### src/rtl/alu_pkg.sv
// rtl/alu_pkg.sv - shared opcodes, instruction field positions and sequencer states
// Purpose : common definitions for the ALU operator interface and its sequencer.
// Contents: OP_* opcode constants, instruction field bit positions, state_t enum.
// Optional: SECUENCIADOR_STEP_EN adds the S_PAUSE state.
package alu_pkg;

    localparam logic [2:0] OP_SUM  = 3'd0;
    localparam logic [2:0] OP_COMP = 3'd1;
    localparam logic [2:0] OP_SL   = 3'd2;
    localparam logic [2:0] OP_SR   = 3'd3;
    localparam logic [2:0] OP_CMI  = 3'd4;
    localparam logic [2:0] OP_CMM  = 3'd5;
    localparam logic [2:0] OP_SA   = 3'd6;
    localparam logic [2:0] OP_LO   = 3'd7;

    // Instruction word: [7:5] opcode, [4:3] ra, [2:1] rb, [0] halt
    localparam int OPC_MSB  = 7;
    localparam int OPC_LSB  = 5;
    localparam int RA_MSB   = 4;
    localparam int RA_LSB   = 3;
    localparam int RB_MSB   = 2;
    localparam int RB_LSB   = 1;
    localparam int HALT_BIT = 0;

    typedef enum logic [2:0] {
        S_IDLE,
        S_FETCH,
        S_ISSUE,
        S_WAIT,
        S_WB,
        S_DONE
`ifdef SECUENCIADOR_STEP_EN
        ,S_PAUSE
`endif
    } state_t;

endpackage

### src/rtl/secuenciador_alu_banco_reg.sv
// rtl/secuenciador_alu_banco_reg.sv - 4 x 4-bit register file
// Purpose: operand storage for the sequencer; one write port, two operand
//          read ports and one debug read port, all reads combinational.
// Ports  : i_clk, i_rst (async, active-high), i_we/i_waddr/i_wdata write port,
//          i_raddr_a/o_rdata_a, i_raddr_b/o_rdata_b, i_dbg_sel/o_dbg_dato.
module banco_reg (
    input  logic       i_clk,
    input  logic       i_rst,
    input  logic       i_we,
    input  logic [1:0] i_waddr,
    input  logic [3:0] i_wdata,
    input  logic [1:0] i_raddr_a,
    input  logic [1:0] i_raddr_b,
    input  logic [1:0] i_dbg_sel,
    output logic [3:0] o_rdata_a,
    output logic [3:0] o_rdata_b,
    output logic [3:0] o_dbg_dato
);

    logic [3:0] r_regs [4];

    always_ff @(posedge i_clk or posedge i_rst) begin
        if (i_rst) begin
            for (int i = 0; i < 4; i++) begin
                r_regs[i] <= '0;
            end
        end else if (i_we) begin
            r_regs[i_waddr] <= i_wdata;
        end
    end

    assign o_rdata_a  = r_regs[i_raddr_a];
    assign o_rdata_b  = r_regs[i_raddr_b];
    assign o_dbg_dato = r_regs[i_dbg_sel];

endmodule

### src/rtl/secuenciador_alu.sv
// rtl/secuenciador_alu.sv - instruction sequencer driving the 4-bit ALU operator
// Purpose: holds program memory and register file, fetches each instruction,
//          presents instr/A/B to the operator, waits LAT cycles, writes back.
// Ports  : clk, rst (async, active-high); loader ld_we/ld_tgt/ld_addr/ld_data;
//          start; operator side instr/A/B out, dato_mux in; status busy/done;
//          debug dbg_sel/dbg_dato.
// Optional: SECUENCIADOR_STEP_EN adds input step and a PAUSE state that gates
//          every FETCH on a step pulse.
module secuenciador_alu
    import alu_pkg::*;
#(
    parameter int PROG_DEPTH = 16,
    parameter int LAT        = 3
) (
    input  logic                          clk,
    input  logic                          rst,
`ifdef SECUENCIADOR_STEP_EN
    input  logic                          step,
`endif
    input  logic                          ld_we,
    input  logic                          ld_tgt,
    input  logic [$clog2(PROG_DEPTH)-1:0] ld_addr,
    input  logic [7:0]                    ld_data,
    input  logic                          start,
    output logic [7:0]                    instr,
    output logic [3:0]                    A,
    output logic [3:0]                    B,
    input  logic [3:0]                    dato_mux,
    output logic                          busy,
    output logic                          done,
    input  logic [1:0]                    dbg_sel,
    output logic [3:0]                    dbg_dato
);

    localparam int AW = $clog2(PROG_DEPTH);
    localparam int CW = $clog2(LAT + 1);
    localparam logic [AW-1:0] LAST_ADDR = AW'(PROG_DEPTH - 1);

    state_t          r_state;
    logic [AW-1:0]   r_pc;
    logic [7:0]      r_ir;
    logic [CW-1:0]   r_cnt;
    logic [7:0]      r_prog [PROG_DEPTH];

    logic            w_ld_ok;
    logic            w_reg_we;
    logic [1:0]      w_reg_waddr;
    logic [3:0]      w_reg_wdata;
    logic [3:0]      w_rd_a;
    logic [3:0]      w_rd_b;
    logic [1:0]      w_ra;
    logic [1:0]      w_rb;

    // Loader writes are honoured only while idle.
    assign w_ld_ok = (r_state == S_IDLE) && ld_we;
    assign w_ra    = r_ir[RA_MSB:RA_LSB];
    assign w_rb    = r_ir[RB_MSB:RB_LSB];

    // Single register write port shared by writeback and loader; the two
    // sources can never be active together because they need different states.
    assign w_reg_we    = (r_state == S_WB) || (w_ld_ok && ld_tgt);
    assign w_reg_waddr = (r_state == S_WB) ? w_ra     : ld_addr[1:0];
    assign w_reg_wdata = (r_state == S_WB) ? dato_mux : ld_data[3:0];

    banco_reg u_banco_reg (
        .i_clk      (clk),
        .i_rst      (rst),
        .i_we       (w_reg_we),
        .i_waddr    (w_reg_waddr),
        .i_wdata    (w_reg_wdata),
        .i_raddr_a  (w_ra),
        .i_raddr_b  (w_rb),
        .i_dbg_sel  (dbg_sel),
        .o_rdata_a  (w_rd_a),
        .o_rdata_b  (w_rd_b),
        .o_dbg_dato (dbg_dato)
    );

    // Program memory deliberately has no reset so a loaded program survives rst.
    always_ff @(posedge clk) begin
        if (w_ld_ok && !ld_tgt) begin
            r_prog[ld_addr] <= ld_data;
        end
    end

    always_ff @(posedge clk or posedge rst) begin
        if (rst) begin
            r_state <= S_IDLE;
            r_pc    <= '0;
            r_ir    <= '0;
            r_cnt   <= '0;
            instr   <= '0;
            A       <= '0;
            B       <= '0;
            busy    <= 1'b0;
            done    <= 1'b0;
        end else begin
            done <= 1'b0;
            case (r_state)
                S_IDLE: begin
                    if (start) begin
                        r_pc    <= '0;
                        busy    <= 1'b1;
`ifdef SECUENCIADOR_STEP_EN
                        r_state <= S_PAUSE;
`else
                        r_state <= S_FETCH;
`endif
                    end
                end
`ifdef SECUENCIADOR_STEP_EN
                S_PAUSE: begin
                    if (step) begin
                        r_state <= S_FETCH;
                    end
                end
`endif
                S_FETCH: begin
                    r_ir    <= r_prog[r_pc];
                    r_state <= S_ISSUE;
                end
                S_ISSUE: begin
                    instr   <= r_ir;
                    A       <= w_rd_a;
                    B       <= w_rd_b;
                    r_cnt   <= CW'(LAT);
                    r_state <= S_WAIT;
                end
                S_WAIT: begin
                    // Counter is loaded with LAT, so WAIT lasts exactly LAT cycles.
                    r_cnt <= r_cnt - CW'(1);
                    if (r_cnt == CW'(1)) begin
                        r_state <= S_WB;
                    end
                end
                S_WB: begin
                    if (r_ir[HALT_BIT] || (r_pc == LAST_ADDR)) begin
                        busy    <= 1'b0;
                        done    <= 1'b1;
                        r_state <= S_DONE;
                    end else begin
                        r_pc    <= r_pc + AW'(1);
`ifdef SECUENCIADOR_STEP_EN
                        r_state <= S_PAUSE;
`else
                        r_state <= S_FETCH;
`endif
                    end
                end
                S_DONE: begin
                    r_state <= S_IDLE;
                end
                default: begin
                    r_state <= S_IDLE;
                end
            endcase
        end
    end

endmodule

### config.mk
export PLATFORM = sky130hd
export DESIGN_NAME = secuenciador_alu
export DESIGN_NICKNAME = d
export VERILOG_FILES = /design/src/rtl/alu_pkg.sv /design/src/rtl/secuenciador_alu_banco_reg.sv /design/src/rtl/secuenciador_alu.sv
export SDC_FILE = /design/constraint.sdc
export NUM_CORES = 1
export LEC_CHECK = 0
export CAP_MARGIN = 40
export CORE_ASPECT_RATIO = 1.5
export CORE_MARGIN = 3
export CORE_UTILIZATION = 60
export CTS_BUF_LIST = sky130_fd_sc_hd__clkbuf_8
export CTS_CLUSTER_DIAMETER = 100
export DETAILED_ROUTE_END_ITERATION = 8
export DONT_BUFFER_PORTS = 1
export PLACE_DENSITY = 0.72
export REMOVE_ABC_BUFFERS = 1
export SYNTH_ARGS = -nofsm -noshare
export SYNTH_HDL_FRONTEND = slang
export SYNTH_SLANG_ARGS = --single-unit
### constraint.sdc
create_clock -name clk -period 5.51 [get_ports clk]
set_input_delay 0.8265 -clock clk [delete_from_list [all_inputs] [get_ports clk]]
set_output_delay 0.8265 -clock clk [all_outputs]
set_load 0.01 [all_outputs]
==> impl_metrics.csv, run 1 <==
group,metric,value,unit
status,status,"finished clean",
setup_path,cp.depth,4,
drt,routedWlPerCell,24.3,um
synthesis,seq_area_frac_synth,0.674,
place,post-dp-hpwl,10300,um
timing,setup_violations,0,
floorplan,die_w,97.9,um
cts,cts_tree,"yes",
setup_path,crit_fanout,11,
setup_path,reg2reg_slack,2.77,ns
cts,cts_root_buffer,"clkbuf_8",
floorplan,rows,49,
setup_path,r2r_cells,4,
global_route,antenna_found_initial,0,
layout,fill_cells,831,
hold_path,hold_class,"primary input to async pin",
global_route,grt.total_usage,0.226,
setup_path,slowest_stage,"nor2_1",
timing,worst_pin_slew,0.877,ns
setup_path,cp_data_required_time,5.59,ns
cts,cts_made_buffers,17,
cts,cts_hold_buffers,0,
floorplan,die_area,14100,um2
drt,drc,0,
timing,skew,0.0161,ns
timing,final_hold_viol_count,0,
synthesis,netlist_instances,449,
cts,cts_buffer_depth,2,
cts,cts_sinks,179,
power_and_ir_drop,power_density,423,nW/um2
synthesis,synth_xor_area_frac,0,
global_route,grt-busiest-layer,"met2",
power_and_ir_drop,leakage,2.88,nW
synthesis,synth.area.mux_share,0.191,
layout,synthToLayoutAreaGrowth,7.63,%
floorplan,io_pins,45,
synthesis,syn_area_per_cell,16.9,um2
place,io_buffers,0,
floorplan,die_h,144,um
floorplan,core_area,12200,um2
synthesis,synth-compound-area-share,0.0410,
setup_path,critPathLaunchType,"register",
drt,vias_per_cell,6.37,
run,maxCapViolCount,0,
drt,drt_first_pass_iters,5,
timing,period_minus_slack,2.74,ns
cts,cts_setup_buffers,0,
synthesis,synth_area,7600,um2
timing,rsz0062_at_grt,"false",
layout,drive_above_1_share,0.219,
setup_path,worstPathCellList,"or2_1 -> nor4_1 -> nand2b_1 -> nor2_1",
global_route,grt_use_met3,0.0583,
drt,drt_iter0_drc,357,
timing,fmax,365,MHz
synthesis,synth_enable_flop_cells,128,
timing,slew_violations,0,
power_and_ir_drop,fin_total_pwr,3.46,mW
setup_path,critPathTopFamily,"simple AND/OR/NAND/NOR gates",
cts,h-tree-depth,4,
cts,cts_resized,0,
power_and_ir_drop,vdd_drop_max,215,uV
global_route,grt_max_degree,44,
layout,finalNetCount,482,
global_route,grt_pass1_wl,23700,um
synthesis,yosys_warnings,0,
timing,setup_tns,0,ns
timing,fin_crit_sh,0.497,
drt,vias,3969,
floorplan,start_util,0.623,
cts,clk_pin_slew_worst_paths,0.10,ns
synthesis,synth_async_sr_flop_share,0.285,
setup_path,arrival,2.82,ns
cts,clock_latency,0.45,ns
synthesis,synthDistinctLibCells,49,
setup_path,crit_buf_inv,0,
setup_path,worst_setup_path_end_kind,"register",
layout,diodes,0,
global_route,grt_pass1_vias,4165,
drt,wl,15100,um
setup_path,path_class,"register to register",
global_route,use_met1,0.275,
synthesis,synth-main-ff-cell,"edfxtp_1",
synthesis,synth_top_family_by_area,"multiplexers",
setup_path,cp_slowest_stage_delay,0.68,ns
timing,relSlewSlack,0.413,
drt,ant_nets,0,
place,gp_congestion,0.822,
synthesis,yosys_register_bits,179,
global_route,grt_use_met2,0.392,
synthesis,synth-simple-area-share,0.0700,
global_route,overflow,0,
synthesis,synthAdderAreaFrac,0.00329,
-- placed cells by master (no fill, tap or decap), types with 4 or more instances in the layout --
cell type	count
inv_6	4
nor2_1	20
nand2b_1	8
mux2_4	4
mux2i_1	23
edfxtp_1	128
mux4_1	12
a22oi_1	5
o21ai_0	9
nand3_1	7
dfrtp_1	50
a22o_1	4
mux4_2	21
nor2b_1	8
clkbuf_8	17
buf_2	4
mux2_2	25
buf_4	7
nor3_1	12
o21ai_1	4
o22ai_1	7
mux2_1	8
a21oi_1	4
nand2_1	26
-- metrics by stage --
stage | utilization | setup slack [ns] | hold WS [ns] | cells | instance area (um2)
floorplan | - | 3.02 | 0.443 | 425 | 7450
global placement | 0.629 | 2.70 | 0.507 | 582 | 7670
CTS | 0.670 | 2.78 | 0.189 | 623 | 8180
detailed placement | 0.636 | 2.80 | 0.507 | 591 | 7760
global route | 0.670 | 2.65 | 0.203 | 623 | 8180
finish | 0.670 | 2.77 | 0.204 | 623 | 8180
-- metal layers --
| metal | routed length, um | up-vias |
|---|---|---|
| met5 | 0 | - |
| met4 | 366 | 0 |
| met3 | 1090 | 29 |
| met2 | 7940 | 170 |
| met1 | 5710 | 1988 |
| li1 | - | 1782 |
-- cell type report --
cell class | instances | area [um2] | share of cell area
Tap cell | 153 | 191 | 0.0234
Multi-Input combinational cell | 243 | 2320 | 0.284
Sequential cell | 179 | 5120 | 0.626
Clock inverter | 15 | 179 | 0.0219
Timing Repair Buffer | 13 | 120 | 0.0147
Inverter | 3 | 11.3 | 0.00138
Clock buffer | 17 | 234 | 0.0286
-- logic make-up after synthesis --
family / Yosys count
compound gates: 46
flops: 179
buf+inv: 27
simple gates: 102
mux: 93
fa+ha+maj: 2
-- flip-flops by register name, summed over array words and instances (netlist names) --
register / flops
r_prog: 128
u_banco_reg.r_regs: 16
instr: 8
r_ir: 8
A: 4
B: 4
r_pc: 4
r_state: 3
r_cnt: 2
busy: 1
done: 1
-- power by group --
group	internal (mW)	switching [mW]	leakage, nW
combinational	0.414	0.339	0.867
sequential	1.59	0.198	1.80
clock	0.453	0.465	0.208
-- synth_stat cells (2+ instances only) --
library cell | n | area [um2]
nor3_1 | 12 | 60.1
nor3b_1 | 3 | 22.5
inv_1 | 3 | 11.3
o21ai_0 | 9 | 45.0
buf_2 | 8 | 40.0
buf_6 | 2 | 22.5
nor2_1 | 20 | 75.1
a211oi_1 | 3 | 22.5
buf_4 | 4 | 30.0
or3b_1 | 2 | 17.5
o22ai_1 | 7 | 43.8
a21oi_1 | 4 | 20.0
dfrtp_1 | 51 | 1280
ha_1 | 2 | 25.0
o31ai_1 | 3 | 22.5
mux2i_1 | 23 | 230
edfxtp_1 | 128 | 3840
nand4_1 | 2 | 12.5
and3_1 | 3 | 18.8
nand3b_1 | 2 | 15.0
nand3_1 | 7 | 35.0
nor2b_1 | 8 | 50.1
clkbuf_1 | 8 | 30.0
mux2_2 | 25 | 282
mux4_1 | 12 | 315
nand2_1 | 26 | 97.6
mux4_2 | 21 | 473
mux2_4 | 4 | 60.1
a22oi_1 | 5 | 37.5
o21ai_1 | 4 | 20.0
a22o_1 | 4 | 35.0
nand2b_1 | 8 | 50.1
nor3b_2 | 3 | 37.5
mux2_1 | 8 | 90.1
-- path summary, 6_finish.rpt --
path | from | to
min in group clk | ld_data[0] | r_prog[11][0]$_DFFE_PP_
max | r_state[0]$_DFFE_PP0P_ | r_prog[4][7]$_DFFE_PP_
max in group asynchronous | rst | u_banco_reg.r_regs[3]$_DFFE_PP0P_
min | rst | r_state[2]$_DFFE_PP0P_
min reg2reg | r_cnt[1]$_DFFE_PP0P_ | r_cnt[1]$_DFFE_PP0P_
max reg2reg | r_state[0]$_DFFE_PP0P_ | r_prog[4][7]$_DFFE_PP_
Note: power is estimated with default switching activity, not from simulation.
==> run 2: changes to the inputs <==
==> constraint.sdc (replaced) <==
create_clock -name clk -period 2.7 [get_ports clk]
set_input_delay 0.405 -clock clk [delete_from_list [all_inputs] [get_ports clk]]
set_output_delay 0.405 -clock clk [all_outputs]
set_load 0.01 [all_outputs]
==> run 2 against run 1 <==
Effect of this change:
- worst setup slack worse by 2.3 ns
- combinational power grew 100%
- routed wire length grew 2.7%
- sequential cell count unchanged
- first-iteration DRC count down 34%
- die area is the same
- power up 110%
- highest routed layer unchanged
==> impl_metrics.csv, run 2 (same netlist as run 1, synthesis figures left out) <==
group,metric,value,unit
status,status,"finished clean",
timing,final_hold_viol_count,0,
hold_path,hold_class,"primary input to register",
layout,layout_common_cells,"128 x edfxtp_1, 50 x dfrtp_1, 26 x nand2_1, 25 x mux2_2, 25 x buf_4",
power_and_ir_drop,power_density,861,nW/um2
layout,drive_above_1_share,0.243,
setup_path,cp_slowest_stage_delay,0.51,ns
power_and_ir_drop,leakage,2.96,nW
global_route,grt_pass1_wl,24800,um
timing,whs,0.0390,ns
floorplan,core_area,12200,um2
cts,cts_sinks,179,
floorplan,rows,49,
cts,h-tree-depth,4,
setup_path,path_class,"register to register",
global_route,grt_pass1_vias,4311,
run,maxCapViolCount,0,
place,gp_congestion,0.824,
global_route,grt_max_degree,32,
setup_path,crit_path_start,"r_state[0]$_DFFE_PP0P_",
drt,wl,15500,um
global_route,antenna_found_initial,0,
setup_path,worstPathCellList,"or2_1 -> nor4_1 -> nand2_1 -> nor3_1 -> buf_4",
timing,relSlewSlack,0.548,
floorplan,die_area,14100,um2
layout,finalNetCount,497,
cts,clk_pin_slew_worst_paths,0.10,ns
setup_path,arrival,2.43,ns
layout,diodes,0,
floorplan,die_w,97.9,um
timing,rsz0062_at_grt,"false",
layout,largest_reg_flops,128,
timing,fmax,442,MHz
timing,skew,0.0128,ns
setup_path,critPathTopFamily,"simple AND/OR/NAND/NOR gates",
floorplan,die_h,144,um
floorplan,start_util,0.623,
drt,vias,4105,
layout,final_common_cell,"edfxtp_1",
global_route,grt.total_usage,0.239,
layout,synthToLayoutAreaGrowth,9.36,%
cts,cts_tree,"yes",
setup_path,crit_buf_inv,1,
layout,reg_top3,"r_prog (128), u_banco_reg.r_regs (16)",
timing,fin_crit_sh,0.838,
drt,ant_nets,0,
setup_path,worst_setup_path_end_kind,"register",
drt,drt_iter0_drc,234,
drt,drc,0,
power_and_ir_drop,vdd_drop_max,516,uV
timing,period_minus_slack,2.26,ns
setup_path,crit_fanout,11,
drt,drt_first_pass_iters,4,
setup_path,critPathLaunchType,"register",
timing,setup_violations,0,
drt,vias_per_cell,6.43,
layout,regMostFlops,"r_prog",
cts,cts_resized,0,
cts,cts_root_buffer,"clkbuf_8",
setup_path,cp_data_required_time,2.87,ns
place,io_buffers,0,
cts,clock_latency,0.46,ns
setup_path,slowest_stage,"nor4_1",
floorplan,io_pins,45,
cts,cts_buffer_depth,2,
hold_path,min_from,"ld_data[5]",
setup_path,r2r_start,"r_state[0]$_DFFE_PP0P_",
place,post-dp-hpwl,10900,um
cts,cts_made_buffers,17,
global_route,overflow,0,
timing,setup_tns,0,ns
drt,routedWlPerCell,24.3,um
timing,worst_pin_slew,0.678,ns
timing,slew_violations,0,
-- run 2: cell type report --
class / count / area (um2)
Clock inverter: 15 / 193
Multi-Input combinational cell: 243 / 2320
Sequential cell: 179 / 5120
Timing Repair Buffer: 28 / 238
Tap cell: 153 / 191
Inverter: 3 / 11.3
Fill cell: 797 / 3890
Clock buffer: 17 / 234
-- run 2: timing repair --
item / 4_1_cts / 5_1_grt
buffers inserted: 0 / 0
endpoints found under the hold margin: 30 / 0
hold buffers: 1 / 0
-- run 2: layer usage --
metal,vias up,part of all wire,track usage
li1,1809,-,-
met4,0,0.031,0.0992
met2,126,0.56,0.426
met5,-,0,0
met3,39,0.052,0.0544
met1,2131,0.36,0.280
-- run 2: power breakdown --
group / internal, mW / switching, mW
Combinational: 0.862 / 0.654
Clock: 0.945 / 0.987
Sequential: 3.25 / 0.454
-- run 2: worst paths after layout --
kind	cells after the start	end	slack [ns]
min reg2reg	2	r_ir[6]$_DFFE_PP0N_	0.50
max reg2reg	5	r_prog[1][7]$_DFFE_PP_	0.44
min in group asynchronous	2	r_cnt[1]$_DFFE_PP0P_	0.49
min	0	r_prog[3][5]$_DFFE_PP_	0.04
max	5	r_prog[1][7]$_DFFE_PP_	0.44
max in group asynchronous	3	instr[1]$_DFFE_PP0N_	1.45
-- run 2: metrics by stage --
stage / cells / power [mW] / instance area [um2] / worst slack (ns) / utilization
finish: 638 / 7.15 / 8310 / 0.438 / 0.681
global route: 638 / 7.52 / 8310 / 0.270 / 0.681
CTS: 638 / 7.21 / 8310 / 0.466 / 0.681
detailed placement: 605 / 5.30 / 7870 / 0.502 / 0.645
global placement: 605 / 5.22 / 7870 / 0.540 / 0.645
floorplan: 425 / 4.81 / 7450 / 0.213 / -
==> run 3: changes to the inputs <==
==> constraint.sdc (replaced) <==
create_clock -name clk -period 2.29 [get_ports clk]
set_input_delay 0.3435 -clock clk [delete_from_list [all_inputs] [get_ports clk]]
set_output_delay 0.3435 -clock clk [all_outputs]
set_load 0.01 [all_outputs]
==> run 3 against run 2 <==
Effect of this change:
- worst setup slack worse by 0.25 ns
- sequential power is 17% higher
- cell count rose by 2.0%
- largest power group unchanged
- combinational power increased by 26%
- routed wire length decreased by 0.40%
- largest cell class unchanged
- clock skew is 0.0060 ns higher
- die area unchanged
- critical path depth did not move
- fmax rose by 7.7%
- global-route usage is 0.81 points lower
- final area increased by 1.2%
==> impl_metrics.csv, run 3 (same netlist as run 1, synthesis figures left out) <==
group,metric,value,unit
status,status,"finished clean",
drt,drt_iter0_drc,249,
layout,reg_top3,"r_prog (128), u_banco_reg.r_regs (16)",
cts,clock_latency,0.46,ns
setup_path,crit_fanout,11,
cts,cts_made_buffers,17,
layout,drive_above_1_share,0.247,
hold_path,holdPathStages,2,
setup_path,arrival,2.26,ns
timing,rsz0062_at_grt,"false",
hold_path,min_to,"busy$_DFFE_PP0P_",
place,gp_congestion,0.795,
setup_path,r2r_start,"r_state[0]$_DFFE_PP0P_",
cts,cts_setup_buffers,0,
drt,drc,0,
global_route,overflow,0,
layout,layout_common_cells,"128 x edfxtp_1, 50 x dfrtp_1, 30 x buf_4, 26 x nand2_1, 25 x mux2_2",
power_and_ir_drop,p_sw,2.52,mW
layout,diodes,0,
run,maxCapViolCount,0,
cts,cts_root_buffer,"clkbuf_8",
setup_path,slowest_stage,"dfrtp_1",
layout,regMostFlops,"r_prog",
floorplan,start_util,0.623,
power_and_ir_drop,fin_total_pwr,8.41,mW
drt,drt_first_pass_iters,4,
setup_path,cp_slowest_stage_delay,0.50,ns
floorplan,die_h,144,um
setup_path,worst_setup_path_end_kind,"register",
power_and_ir_drop,p_int,5.89,mW
hold_path,min_from,"start",
drt,vias_per_cell,6.36,
layout,largest_reg_flops,128,
layout,final_core_util,0.689,
power_and_ir_drop,p_comb_frac,0.228,
cts,cts_resized,0,
cts,clk_pin_slew_worst_paths,0.10,ns
setup_path,worstPathCellList,"or2_1 -> nor4_1 -> nand2b_1 -> nor3_1 -> buf_4",
power_and_ir_drop,power_density,1000,nW/um2
hold_path,hold_class,"primary input to register",
power_and_ir_drop,swShare,0.300,
setup_path,path_class,"register to register",
timing,relSlewSlack,0.574,
global_route,grt_max_degree,36,
drt,routedWlPerCell,23.8,um
layout,fill_cells,815,
setup_path,r2r-end,"r_prog[0][3]$_DFFE_PP_",
timing,final_hold_viol_count,0,
power_and_ir_drop,vdd_drop_max,547,uV
timing,worst_pin_slew,0.636,ns
timing,fin_crit_sh,0.917,
place,dpl_cell_area,7910,um2
floorplan,rows,49,
layout,finalNetCount,510,
timing,skew,0.0188,ns
cts,cts_sinks,179,
drt,ant_nets,0,
floorplan,die_area,14100,um2
setup_path,r2r_cells,5,
timing,setup_tns,0,ns
timing,slew_violations,0,
setup_path,cp_data_required_time,2.45,ns
drt,vias,4141,
cts,cts_tree,"yes",
global_route,grt_pass1_vias,4348,
layout,final_common_cell,"edfxtp_1",
floorplan,io_pins,45,
setup_path,critPathLaunchType,"register",
timing,setup_violations,0,
power_and_ir_drop,leakage,3.00,nW
cts,cts_buffer_depth,2,
setup_path,crit_path_start,"r_state[0]$_DFFE_PP0P_",
setup_path,reg2reg_slack,0.19,ns
place,post-dp-hpwl,10700,um
power_and_ir_drop,pwr-share-seq,0.514,
timing,period_minus_slack,2.10,ns
drt,wl,15500,um
timing,fmax,476,MHz
power_and_ir_drop,clockPowerShare,0.259,
layout,synthToLayoutAreaGrowth,10.6,%
floorplan,core_area,12200,um2
layout,final_area,8400,um2
global_route,grt_pass1_wl,24100,um
global_route,grt.total_usage,0.231,
cts,h-tree-depth,4,
place,io_buffers,0,
global_route,antenna_found_initial,0,
floorplan,die_w,97.9,um
-- run 3: worst max path at each step --
stage / to / cells past startpoint
after floorplan: r_ir[5]$_DFFE_PP0N_ / 4
after global placement: r_prog[1][5]$_DFFE_PP_ / 5
after detailed placement: r_prog[0][5]$_DFFE_PP_ / 5
after CTS: r_prog[0][2]$_DFFE_PP_ / 5
after global routing: r_prog[0][3]$_DFFE_PP_ / 5
final: r_prog[0][3]$_DFFE_PP_ / 5
-- run 3: power by group through the flow --
stage / clock network (mW) / registers [mW] / logic [mW]
final: 2.18 / 4.32 / 1.91
after CTS: 2.21 / 4.33 / 1.94
after global placement: 0 / 4.37 / 1.83
after detailed placement: 0 / 4.40 / 1.88
after floorplan: 0 / 4.36 / 1.31
after global routing: 2.34 / 4.38 / 2.07
-- run 3: per-layer routing --
layer	track usage	up-vias	wire length, um
li1	-	1845	-
met1	0.266	2155	5850
met2	0.424	118	8570
met3	0.0476	23	682
met4	0.0868	0	363
met5	0	-	0
-- run 3: final cells by class --
cell class	count	area [um2]	share of cell area
Clock buffer	17	234	0.0278
Clock inverter	15	173	0.0205
Inverter	3	11.3	0.00134
Multi-Input combinational cell	243	2320	0.276
Sequential cell	179	5120	0.609
Tap cell	153	191	0.0228
Timing Repair Buffer	41	355	0.0423
-- run 3: per-stage QoR --
stage / setup WS, ns / instances / hold WS [ns]
floorplan: -0.197 / 425 / 0.442
global placement: 0.330 / 610 / 0.221
detailed placement: 0.269 / 610 / 0.227
CTS: 0.190 / 651 / 0.0671
global route: 0.0230 / 651 / 0.120
finish: 0.189 / 651 / 0.0929
-- run 3: repair_timing --
item                                   4_1_cts  5_1_grt
endpoints found under the hold margin      144        0
hold buffers                                 9        0
setup endpoints to repair                    0        0
-- run 3: critical path, delay by kind of cell, from the launching register on --
family	cells	cell delay, ns
simple gates	4	1.09
flops	1	0.50
buf+inv	1	0.21
